<file path="src/rtl/forward_if.sv">
// Handshake and data bundle for the 2-3-2 forward-propagation engine.
// The bench drives it through master; the engine uses slave.
interface forward_if #(
  parameter int W = 32
);
  logic                start;
  logic                busy;
  logic                done;
  logic signed [W-1:0] x_1, x_2;
  logic signed [W-1:0] w2_11, w2_21, w2_12, w2_22, w2_13, w2_23;
  logic signed [W-1:0] b2_1, b2_2, b2_3;
  logic signed [W-1:0] w3_11, w3_21, w3_31, w3_12, w3_22, w3_32;
  logic signed [W-1:0] b3_1, b3_2;
  logic signed [W-1:0] a2_1, a2_2, a2_3;
  logic signed [W-1:0] a3_1, a3_2;

  modport master (
    output start, x_1, x_2,
    output w2_11, w2_21, w2_12, w2_22, w2_13, w2_23, b2_1, b2_2, b2_3,
    output w3_11, w3_21, w3_31, w3_12, w3_22, w3_32, b3_1, b3_2,
    input  busy, done, a2_1, a2_2, a2_3, a3_1, a3_2
  );

  modport slave (
    input  start, x_1, x_2,
    input  w2_11, w2_21, w2_12, w2_22, w2_13, w2_23, b2_1, b2_2, b2_3,
    input  w3_11, w3_21, w3_31, w3_12, w3_22, w3_32, b3_1, b3_2,
    output busy, done, a2_1, a2_2, a2_3, a3_1, a3_2
  );
endinterface

</file>
<file path="src/rtl/forward.sv">
// Serial-MAC forward pass of a 2-3-2 network in Q8.24 with piecewise-linear sigmoid.
// Define FORWARD_SAT_EN to saturate the product slice and accumulator add instead of wrapping.
module forward #(
  parameter int W    = 32,
  parameter int FRAC = 24
) (
  input  logic     clk,
  input  logic     res,
  forward_if.slave bus
);

  localparam int W2 = 2 * W;

  localparam logic signed [W-1:0] C_MAX  = {1'b0, {(W-1){1'b1}}};
  localparam logic signed [W-1:0] C_MIN  = {1'b1, {(W-1){1'b0}}};
  localparam logic signed [W-1:0] C_ONE  = W'(64'd1 << FRAC);
  localparam logic signed [W-1:0] C_FIVE = W'(64'd5 << FRAC);
  localparam logic signed [W-1:0] C_T2   = W'(64'd19 << (FRAC - 3));
  localparam logic signed [W-1:0] C_K3   = W'(64'd27 << (FRAC - 5));
  localparam logic signed [W-1:0] C_K2   = W'(64'd5 << (FRAC - 3));
  localparam logic signed [W-1:0] C_HALF = W'(64'd1 << (FRAC - 1));

  typedef enum logic [2:0] {
    S_IDLE,
    S_L2_MAC,
    S_L2_ACT,
    S_L3_MAC,
    S_L3_ACT
  } state_t;

  state_t state_p, state_nx;
  logic [1:0] j_p, k_p;

  logic signed [W-1:0] x_p0  [0:1];
  logic signed [W-1:0] w2_p0 [0:1][0:2];
  logic signed [W-1:0] b2_p0 [0:2];
  logic signed [W-1:0] w3_p0 [0:2][0:1];
  logic signed [W-1:0] b3_p0 [0:1];
  logic signed [W-1:0] acc_p1;
  logic signed [W-1:0] h_p2  [0:2];
  logic signed [W-1:0] y1_p2;
  logic signed [W-1:0] a2_q  [0:2];
  logic signed [W-1:0] a3_q  [0:1];
  logic                busy_q, done_q;

  logic signed [W-1:0]  op_a, op_b, bias;
  logic signed [W2-1:0] prod_full;
  logic signed [W-1:0]  prod_mid, prod_sl, acc_in, acc_sum, sig_out;
  logic [W2-FRAC-W:0]   prod_hi;
  logic                 prod_unused;

`ifdef FORWARD_SAT_EN
  function automatic logic signed [W-1:0] mul_sat(input logic [W2-FRAC-W:0] hi,
                                                  input logic signed [W-1:0] mid);
    if (hi != {(W2-FRAC-W+1){hi[W2-FRAC-W]}})
      return hi[W2-FRAC-W] ? C_MIN : C_MAX;
    return mid;
  endfunction
`endif

  function automatic logic signed [W-1:0] acc_add(input logic signed [W-1:0] a,
                                                  input logic signed [W-1:0] b);
`ifdef FORWARD_SAT_EN
    logic [W:0] s;
    s = {a[W-1], a} + {b[W-1], b};
    if (s[W] != s[W-1])
      return s[W] ? C_MIN : C_MAX;
    return s[W-1:0];
`else
    return a + b;
`endif
  endfunction

  function automatic logic signed [W-1:0] sigmoid(input logic signed [W-1:0] z);
    logic signed [W-1:0] m, f;
    // |MIN| does not fit, so it is pinned to MAX (already deep in the f = 1.0 segment)
    if (z == C_MIN)   m = C_MAX;
    else if (z[W-1])  m = -z;
    else              m = z;
    if (m >= C_FIVE)      f = C_ONE;
    else if (m >= C_T2)   f = (m >>> 5) + C_K3;
    else if (m >= C_ONE)  f = (m >>> 3) + C_K2;
    else                  f = (m >>> 2) + C_HALF;
    return z[W-1] ? (C_ONE - f) : f;
  endfunction

  always_ff @(posedge clk or posedge res) begin
    if (res) state_p <= S_IDLE;
    else     state_p <= state_nx;
  end

  always_comb begin
    state_nx = state_p;
    case (state_p)
      S_IDLE:   if (bus.start) state_nx = S_L2_MAC;
      S_L2_MAC: if (j_p == 2'd1) state_nx = S_L2_ACT;
      S_L2_ACT: state_nx = (k_p == 2'd2) ? S_L3_MAC : S_L2_MAC;
      S_L3_MAC: if (j_p == 2'd2) state_nx = S_L3_ACT;
      S_L3_ACT: state_nx = (k_p == 2'd1) ? S_IDLE : S_L3_MAC;
      default:  state_nx = S_IDLE;
    endcase
  end

  always_ff @(posedge clk or posedge res) begin
    if (res) begin
      j_p <= '0;
      k_p <= '0;
    end else begin
      case (state_p)
        S_IDLE: begin
          j_p <= '0;
          k_p <= '0;
        end
        S_L2_MAC: j_p <= (j_p == 2'd1) ? 2'd0 : j_p + 2'd1;
        S_L2_ACT: begin
          j_p <= '0;
          k_p <= (k_p == 2'd2) ? 2'd0 : k_p + 2'd1;
        end
        S_L3_MAC: j_p <= (j_p == 2'd2) ? 2'd0 : j_p + 2'd1;
        S_L3_ACT: begin
          j_p <= '0;
          k_p <= k_p + 2'd1;
        end
        default: begin
          j_p <= '0;
          k_p <= '0;
        end
      endcase
    end
  end

  // Stage 0 -> 1: operand select and the single shared multiplier
  always_comb begin
    op_a = '0;
    op_b = '0;
    bias = '0;
    case (state_p)
      S_L2_MAC: begin
        op_a = w2_p0[j_p[0]][k_p];
        op_b = x_p0[j_p[0]];
        bias = b2_p0[k_p];
      end
      S_L3_MAC: begin
        op_a = w3_p0[j_p][k_p[0]];
        op_b = h_p2[j_p];
        bias = b3_p0[k_p[0]];
      end
      default: ;
    endcase
  end

  assign prod_full   = W2'(op_a) * W2'(op_b);
  assign prod_mid    = prod_full[FRAC+W-1:FRAC];
  assign prod_hi     = prod_full[W2-1:FRAC+W-1];
  assign prod_unused = ^{prod_full[FRAC-1:0], prod_hi};

`ifdef FORWARD_SAT_EN
  assign prod_sl = mul_sat(prod_hi, prod_mid);
`else
  assign prod_sl = prod_mid;
`endif

  assign acc_in  = (j_p == 2'd0) ? bias : acc_p1;
  assign acc_sum = acc_add(acc_in, prod_sl);
  assign sig_out = sigmoid(acc_p1);

  // Stage 1 -> 2: accumulate, activate, and publish all results together
  always_ff @(posedge clk or posedge res) begin
    if (res) begin
      for (int i = 0; i < 2; i++) begin
        x_p0[i]  <= '0;
        b3_p0[i] <= '0;
        a3_q[i]  <= '0;
        for (int k = 0; k < 3; k++) w2_p0[i][k] <= '0;
      end
      for (int i = 0; i < 3; i++) begin
        b2_p0[i] <= '0;
        h_p2[i]  <= '0;
        a2_q[i]  <= '0;
        for (int k = 0; k < 2; k++) w3_p0[i][k] <= '0;
      end
      acc_p1 <= '0;
      y1_p2  <= '0;
      busy_q <= 1'b0;
      done_q <= 1'b0;
    end else begin
      busy_q <= (state_nx != S_IDLE);
      done_q <= (state_p == S_L3_ACT) && (k_p == 2'd1);
      case (state_p)
        S_IDLE: if (bus.start) begin
          x_p0[0]     <= bus.x_1;
          x_p0[1]     <= bus.x_2;
          w2_p0[0][0] <= bus.w2_11;
          w2_p0[1][0] <= bus.w2_21;
          w2_p0[0][1] <= bus.w2_12;
          w2_p0[1][1] <= bus.w2_22;
          w2_p0[0][2] <= bus.w2_13;
          w2_p0[1][2] <= bus.w2_23;
          b2_p0[0]    <= bus.b2_1;
          b2_p0[1]    <= bus.b2_2;
          b2_p0[2]    <= bus.b2_3;
          w3_p0[0][0] <= bus.w3_11;
          w3_p0[1][0] <= bus.w3_21;
          w3_p0[2][0] <= bus.w3_31;
          w3_p0[0][1] <= bus.w3_12;
          w3_p0[1][1] <= bus.w3_22;
          w3_p0[2][1] <= bus.w3_32;
          b3_p0[0]    <= bus.b3_1;
          b3_p0[1]    <= bus.b3_2;
        end
        S_L2_MAC, S_L3_MAC: acc_p1 <= acc_sum;
        S_L2_ACT: h_p2[k_p] <= sig_out;
        S_L3_ACT: begin
          if (k_p == 2'd0) begin
            y1_p2 <= sig_out;
          end else begin
            a2_q[0] <= h_p2[0];
            a2_q[1] <= h_p2[1];
            a2_q[2] <= h_p2[2];
            a3_q[0] <= y1_p2;
            a3_q[1] <= sig_out;
          end
        end
        default: ;
      endcase
    end
  end

  assign bus.busy = busy_q;
  assign bus.done = done_q;
  assign bus.a2_1 = a2_q[0];
  assign bus.a2_2 = a2_q[1];
  assign bus.a2_3 = a2_q[2];
  assign bus.a3_1 = a3_q[0];
  assign bus.a3_2 = a3_q[1];

endmodule

</file>
<file path="src/flat_wrapper.sv">
// flat-port wrapper written by rule: the top's interface ports become plain ports
module forward_flat 
#(
  parameter int W    = 32,
  parameter int FRAC = 24
)
  (clk, res, bus_start, bus_x_1, bus_x_2, bus_w2_11, bus_w2_21, bus_w2_12, bus_w2_22, bus_w2_13, bus_w2_23, bus_b2_1, bus_b2_2, bus_b2_3, bus_w3_11, bus_w3_21, bus_w3_31, bus_w3_12, bus_w3_22, bus_w3_32, bus_b3_1, bus_b3_2, bus_busy, bus_done, bus_a2_1, bus_a2_2, bus_a2_3, bus_a3_1, bus_a3_2);
  forward_if #(.W(W)) bus_i ();
  input  logic clk;
  input  logic res;
  input wire logic [$bits(bus_i.start)-1:0] bus_start;
  input wire logic [$bits(bus_i.x_1)-1:0] bus_x_1;
  input wire logic [$bits(bus_i.x_2)-1:0] bus_x_2;
  input wire logic [$bits(bus_i.w2_11)-1:0] bus_w2_11;
  input wire logic [$bits(bus_i.w2_21)-1:0] bus_w2_21;
  input wire logic [$bits(bus_i.w2_12)-1:0] bus_w2_12;
  input wire logic [$bits(bus_i.w2_22)-1:0] bus_w2_22;
  input wire logic [$bits(bus_i.w2_13)-1:0] bus_w2_13;
  input wire logic [$bits(bus_i.w2_23)-1:0] bus_w2_23;
  input wire logic [$bits(bus_i.b2_1)-1:0] bus_b2_1;
  input wire logic [$bits(bus_i.b2_2)-1:0] bus_b2_2;
  input wire logic [$bits(bus_i.b2_3)-1:0] bus_b2_3;
  input wire logic [$bits(bus_i.w3_11)-1:0] bus_w3_11;
  input wire logic [$bits(bus_i.w3_21)-1:0] bus_w3_21;
  input wire logic [$bits(bus_i.w3_31)-1:0] bus_w3_31;
  input wire logic [$bits(bus_i.w3_12)-1:0] bus_w3_12;
  input wire logic [$bits(bus_i.w3_22)-1:0] bus_w3_22;
  input wire logic [$bits(bus_i.w3_32)-1:0] bus_w3_32;
  input wire logic [$bits(bus_i.b3_1)-1:0] bus_b3_1;
  input wire logic [$bits(bus_i.b3_2)-1:0] bus_b3_2;
  output wire logic [$bits(bus_i.busy)-1:0] bus_busy;
  output wire logic [$bits(bus_i.done)-1:0] bus_done;
  output wire logic [$bits(bus_i.a2_1)-1:0] bus_a2_1;
  output wire logic [$bits(bus_i.a2_2)-1:0] bus_a2_2;
  output wire logic [$bits(bus_i.a2_3)-1:0] bus_a2_3;
  output wire logic [$bits(bus_i.a3_1)-1:0] bus_a3_1;
  output wire logic [$bits(bus_i.a3_2)-1:0] bus_a3_2;
  assign bus_i.start = bus_start;
  assign bus_i.x_1 = bus_x_1;
  assign bus_i.x_2 = bus_x_2;
  assign bus_i.w2_11 = bus_w2_11;
  assign bus_i.w2_21 = bus_w2_21;
  assign bus_i.w2_12 = bus_w2_12;
  assign bus_i.w2_22 = bus_w2_22;
  assign bus_i.w2_13 = bus_w2_13;
  assign bus_i.w2_23 = bus_w2_23;
  assign bus_i.b2_1 = bus_b2_1;
  assign bus_i.b2_2 = bus_b2_2;
  assign bus_i.b2_3 = bus_b2_3;
  assign bus_i.w3_11 = bus_w3_11;
  assign bus_i.w3_21 = bus_w3_21;
  assign bus_i.w3_31 = bus_w3_31;
  assign bus_i.w3_12 = bus_w3_12;
  assign bus_i.w3_22 = bus_w3_22;
  assign bus_i.w3_32 = bus_w3_32;
  assign bus_i.b3_1 = bus_b3_1;
  assign bus_i.b3_2 = bus_b3_2;
  assign bus_busy = bus_i.busy;
  assign bus_done = bus_i.done;
  assign bus_a2_1 = bus_i.a2_1;
  assign bus_a2_2 = bus_i.a2_2;
  assign bus_a2_3 = bus_i.a2_3;
  assign bus_a3_1 = bus_i.a3_1;
  assign bus_a3_2 = bus_i.a3_2;
  forward #(.W(W), .FRAC(FRAC)) u_core (.clk(clk), .res(res), .bus(bus_i));
endmodule
</file>
<file path="config.mk">
export PLATFORM = sky130hd
export DESIGN_NAME = forward_flat
export DESIGN_NICKNAME = d
export VERILOG_FILES = /design/src/rtl/forward_if.sv /design/src/rtl/forward.sv /design/src/flat_wrapper.sv
export SDC_FILE = /design/constraint.sdc
export NUM_CORES = 2
export LEC_CHECK = 0
export CAP_MARGIN = 15
export CORE_AREA = 2 2 554 391
export CTS_CLUSTER_DIAMETER = 60
export DETAILED_ROUTE_END_ITERATION = 8
export DIE_AREA = 0 0 556 393
export PLACE_DENSITY = 0.61
export SYNTH_ARGS = -nofsm -noshare
export SYNTH_HDL_FRONTEND = slang
export SYNTH_SLANG_ARGS = --single-unit
</file>
<file path="constraint.sdc">
create_clock -name clk -period 68.8 [get_ports clk]
set_clock_uncertainty 0.05 [all_clocks]
set_input_delay 20.64 -clock clk [delete_from_list [all_inputs] [get_ports clk]]
set_output_delay 20.64 -clock clk [all_outputs]
set_load 0.01 [all_outputs]
</file>
==> results.tsv <==
metric	value	unit
cts_tree	built	
ys_warn_count	0	
finalHoldViolations	0	
synthCells	7365	
synthArstFlopShare	1.000	
synth_top_family_by_area	adder cells	
synth.largest_area_cell	dfrtp_1	
synth_edf_count	0	
tightest_slew	1393	ps
yosys.area_share.simple	0.1000	
die_w	556	um
tns	0	ps
drt-wirelength-per-cell	25.08	um
regArea	0.02347	sq mm
grt.met2_usage	0.3745	
synth_compound_area_frac	0.06720	
rows	142	
die_area	0.2185	sq mm
synth_top_area_frac	0.3066	
detail-route-antenna-nets	0	
netlist_top_cells_area	dfrtp_1 (31%), fa_1 (26%), mux2_2 (12%)	
synthAdderAreaFrac	0.2927	
cts_setup_buffers	0	
arrival	26230	ps
r2r_slack	53540	ps
h-tree-depth	3	
clk_pin_slew	60	ps
initial_core_util	0.3589	
post-dp-hpwl	213.7	mm
utilization	0.4283	
setup_violations	0	
syn_area	0.07646	sq mm
globalRouteTotalUtil	0.2506	
yosysSeqAreaShare	0.3066	
numCtsBuffers	96	
use_met3	0.08418	
syn_nets	9175	
finalMaxSlewViolations	0	
ctsHoldBuffers	0	
core_area	0.2130	sq mm
grt_setup_unrepaired	no	
ios	773	
viasPerCell	5.331	
multi_input_area	0.04807	sq mm
grt_pass1_wl	403.9	mm
grt_start_max_net_pins	172	
drtIter0Drc	5181	
port_buffers	772	
maxCapViolCount	0	
synth.most_common_cell	fa_1	
postPlaceCellArea	0.08788	sq mm
grt_pass1_vias	59843	
ys_types	81	
post-route-min-period	25660	ps
drc	0	
ys_ff_latch	937	
timing.fmax	0.03897	GHz
cts_root_buf	clkbuf_16	
nFillCells	20110	
synth_ff_type	dfrtp_1	
die_h	393	um
cts_resized	0	
fin_area	0.09124	sq mm
synth_commonest_cells	fa_1 (983), inv_1 (982), nand2_1 (976)	
cp_max_fo	84	
required	69370	ps
vias	58032	
gr-total-overflow	0	
crit_path_end_kind	register	
synthXorXnorAreaFrac	0.01478	
drive_above_1_share	0.1544	
outcome	finished, final reports clean	
wl	273.0	mm
firstDrtPassIters	6	
gp_congestion	0.9529	
startpoint_type	primary input	
slew_headroom	0.06172	
avgSynthCellArea	10.38	sq um
hold_path.class	reg -> reg	
crit_type	in -> reg	
layout.nets	9798	
muxShareOfSynthArea	0.1488	
cts_sinks	937	
syn_to_final_growth	19.32	%
antenna_found_initial	62	
hold_ws	428.7	ps
finalCritPeriodShare	0.3730	
clock_latency	730	ps
globalRouteMet1Util	0.3473	
top_usage_layer	met2	
ctsLongestPathBuffers	3	
per-stage QoR:
step / setup slack, ps / cells
3_3_place_gp: 42590 / 10692
3_5_place_dp: 42480 / 10692
2_1_floorplan: 21760 / 7365
4_1_cts: 43230 / 10865
6_report: 43140 / 10886
5_1_grt: 42860 / 10874
cell type report:
class | count | area share
diodes | 15 | 0.0004114
clock buffers | 134 | 0.02911
clock inverters | 39 | 0.006253
inverters | 983 | 0.04052
multi-input cells | 5011 | 0.5268
flip-flops and latches | 937 | 0.2572
well taps | 2808 | 0.03851
repair buffers | 959 | 0.1012
cell families after synthesis:
kind of cell	Yosys count
simple gates	1845
flops	937
mux	998
xor+xnor	129
fa+ha+maj	1199
buf+inv	1417
compound gates	840
metal layers:
layer	up-vias	share of wire
met5	-	0.0016
met4	64	0.028
li1	24861	-
met1	30030	0.42
met2	2671	0.43
met3	406	0.12
state kept, by name, indices dropped and copies added, names as in the netlist:
| signal | cells |
|---|---|
| u_core.k_p | 2 |
| u_core.bus.done | 1 |
| u_core.bus.a2_2 | 32 |
| u_core.bus.a2_1 | 32 |
| u_core.bus.a3_2 | 32 |
| u_core.acc_p1 | 32 |
| u_core.w3_p0 | 192 |
| u_core.bus.a2_3 | 32 |
| u_core.w2_p0 | 192 |
| u_core.bus.busy | 1 |
| u_core.h_p2 | 96 |
| u_core.b3_p0 | 64 |
| u_core.j_p | 2 |
| u_core.b2_p0 | 96 |
| u_core.y1_p2 | 32 |
| u_core.x_p0 | 64 |
| u_core.state_p | 3 |
| u_core.bus.a3_1 | 32 |
worst paths after layout:
kind,startpoint,endpoint,cells after the start
max,bus_start,u_core.w2_p0[29],8
min,u_core.y1_p2[16],u_core.y1_p2[16],2
max reg2reg,u_core.j_p[0],u_core.acc_p1[28],52
min reg2reg,u_core.y1_p2[16],u_core.y1_p2[16],2
max in group asynchronous,res,u_core.w3_p0[165],8
min in group asynchronous,res,u_core.w2_p0[77],2
placed cells by master (no fill, tap or decap), drive strengths merged, types with 187 or more instances in the layout:
cell type	netlist	layout
nor2	598	598
buf	52	187
fa	983	983
clkdlybuf4s50	0	772
o21ai	378	378
dfrtp	937	937
mux2	788	788
inv	983	990
ha	216	216
nand2	976	976
worst max-delay path: stages:
cell and delay [ps]:
clkdlybuf4s50_1 470, nor4b_2 260, buf_4 770, buf_4 730, buf_4 820, buf_4 960
buf_4 850, mux2_2 420
Power is not shown: default switching activity piles up to over one toggle a cycle in this logic, so the estimate is an artifact.
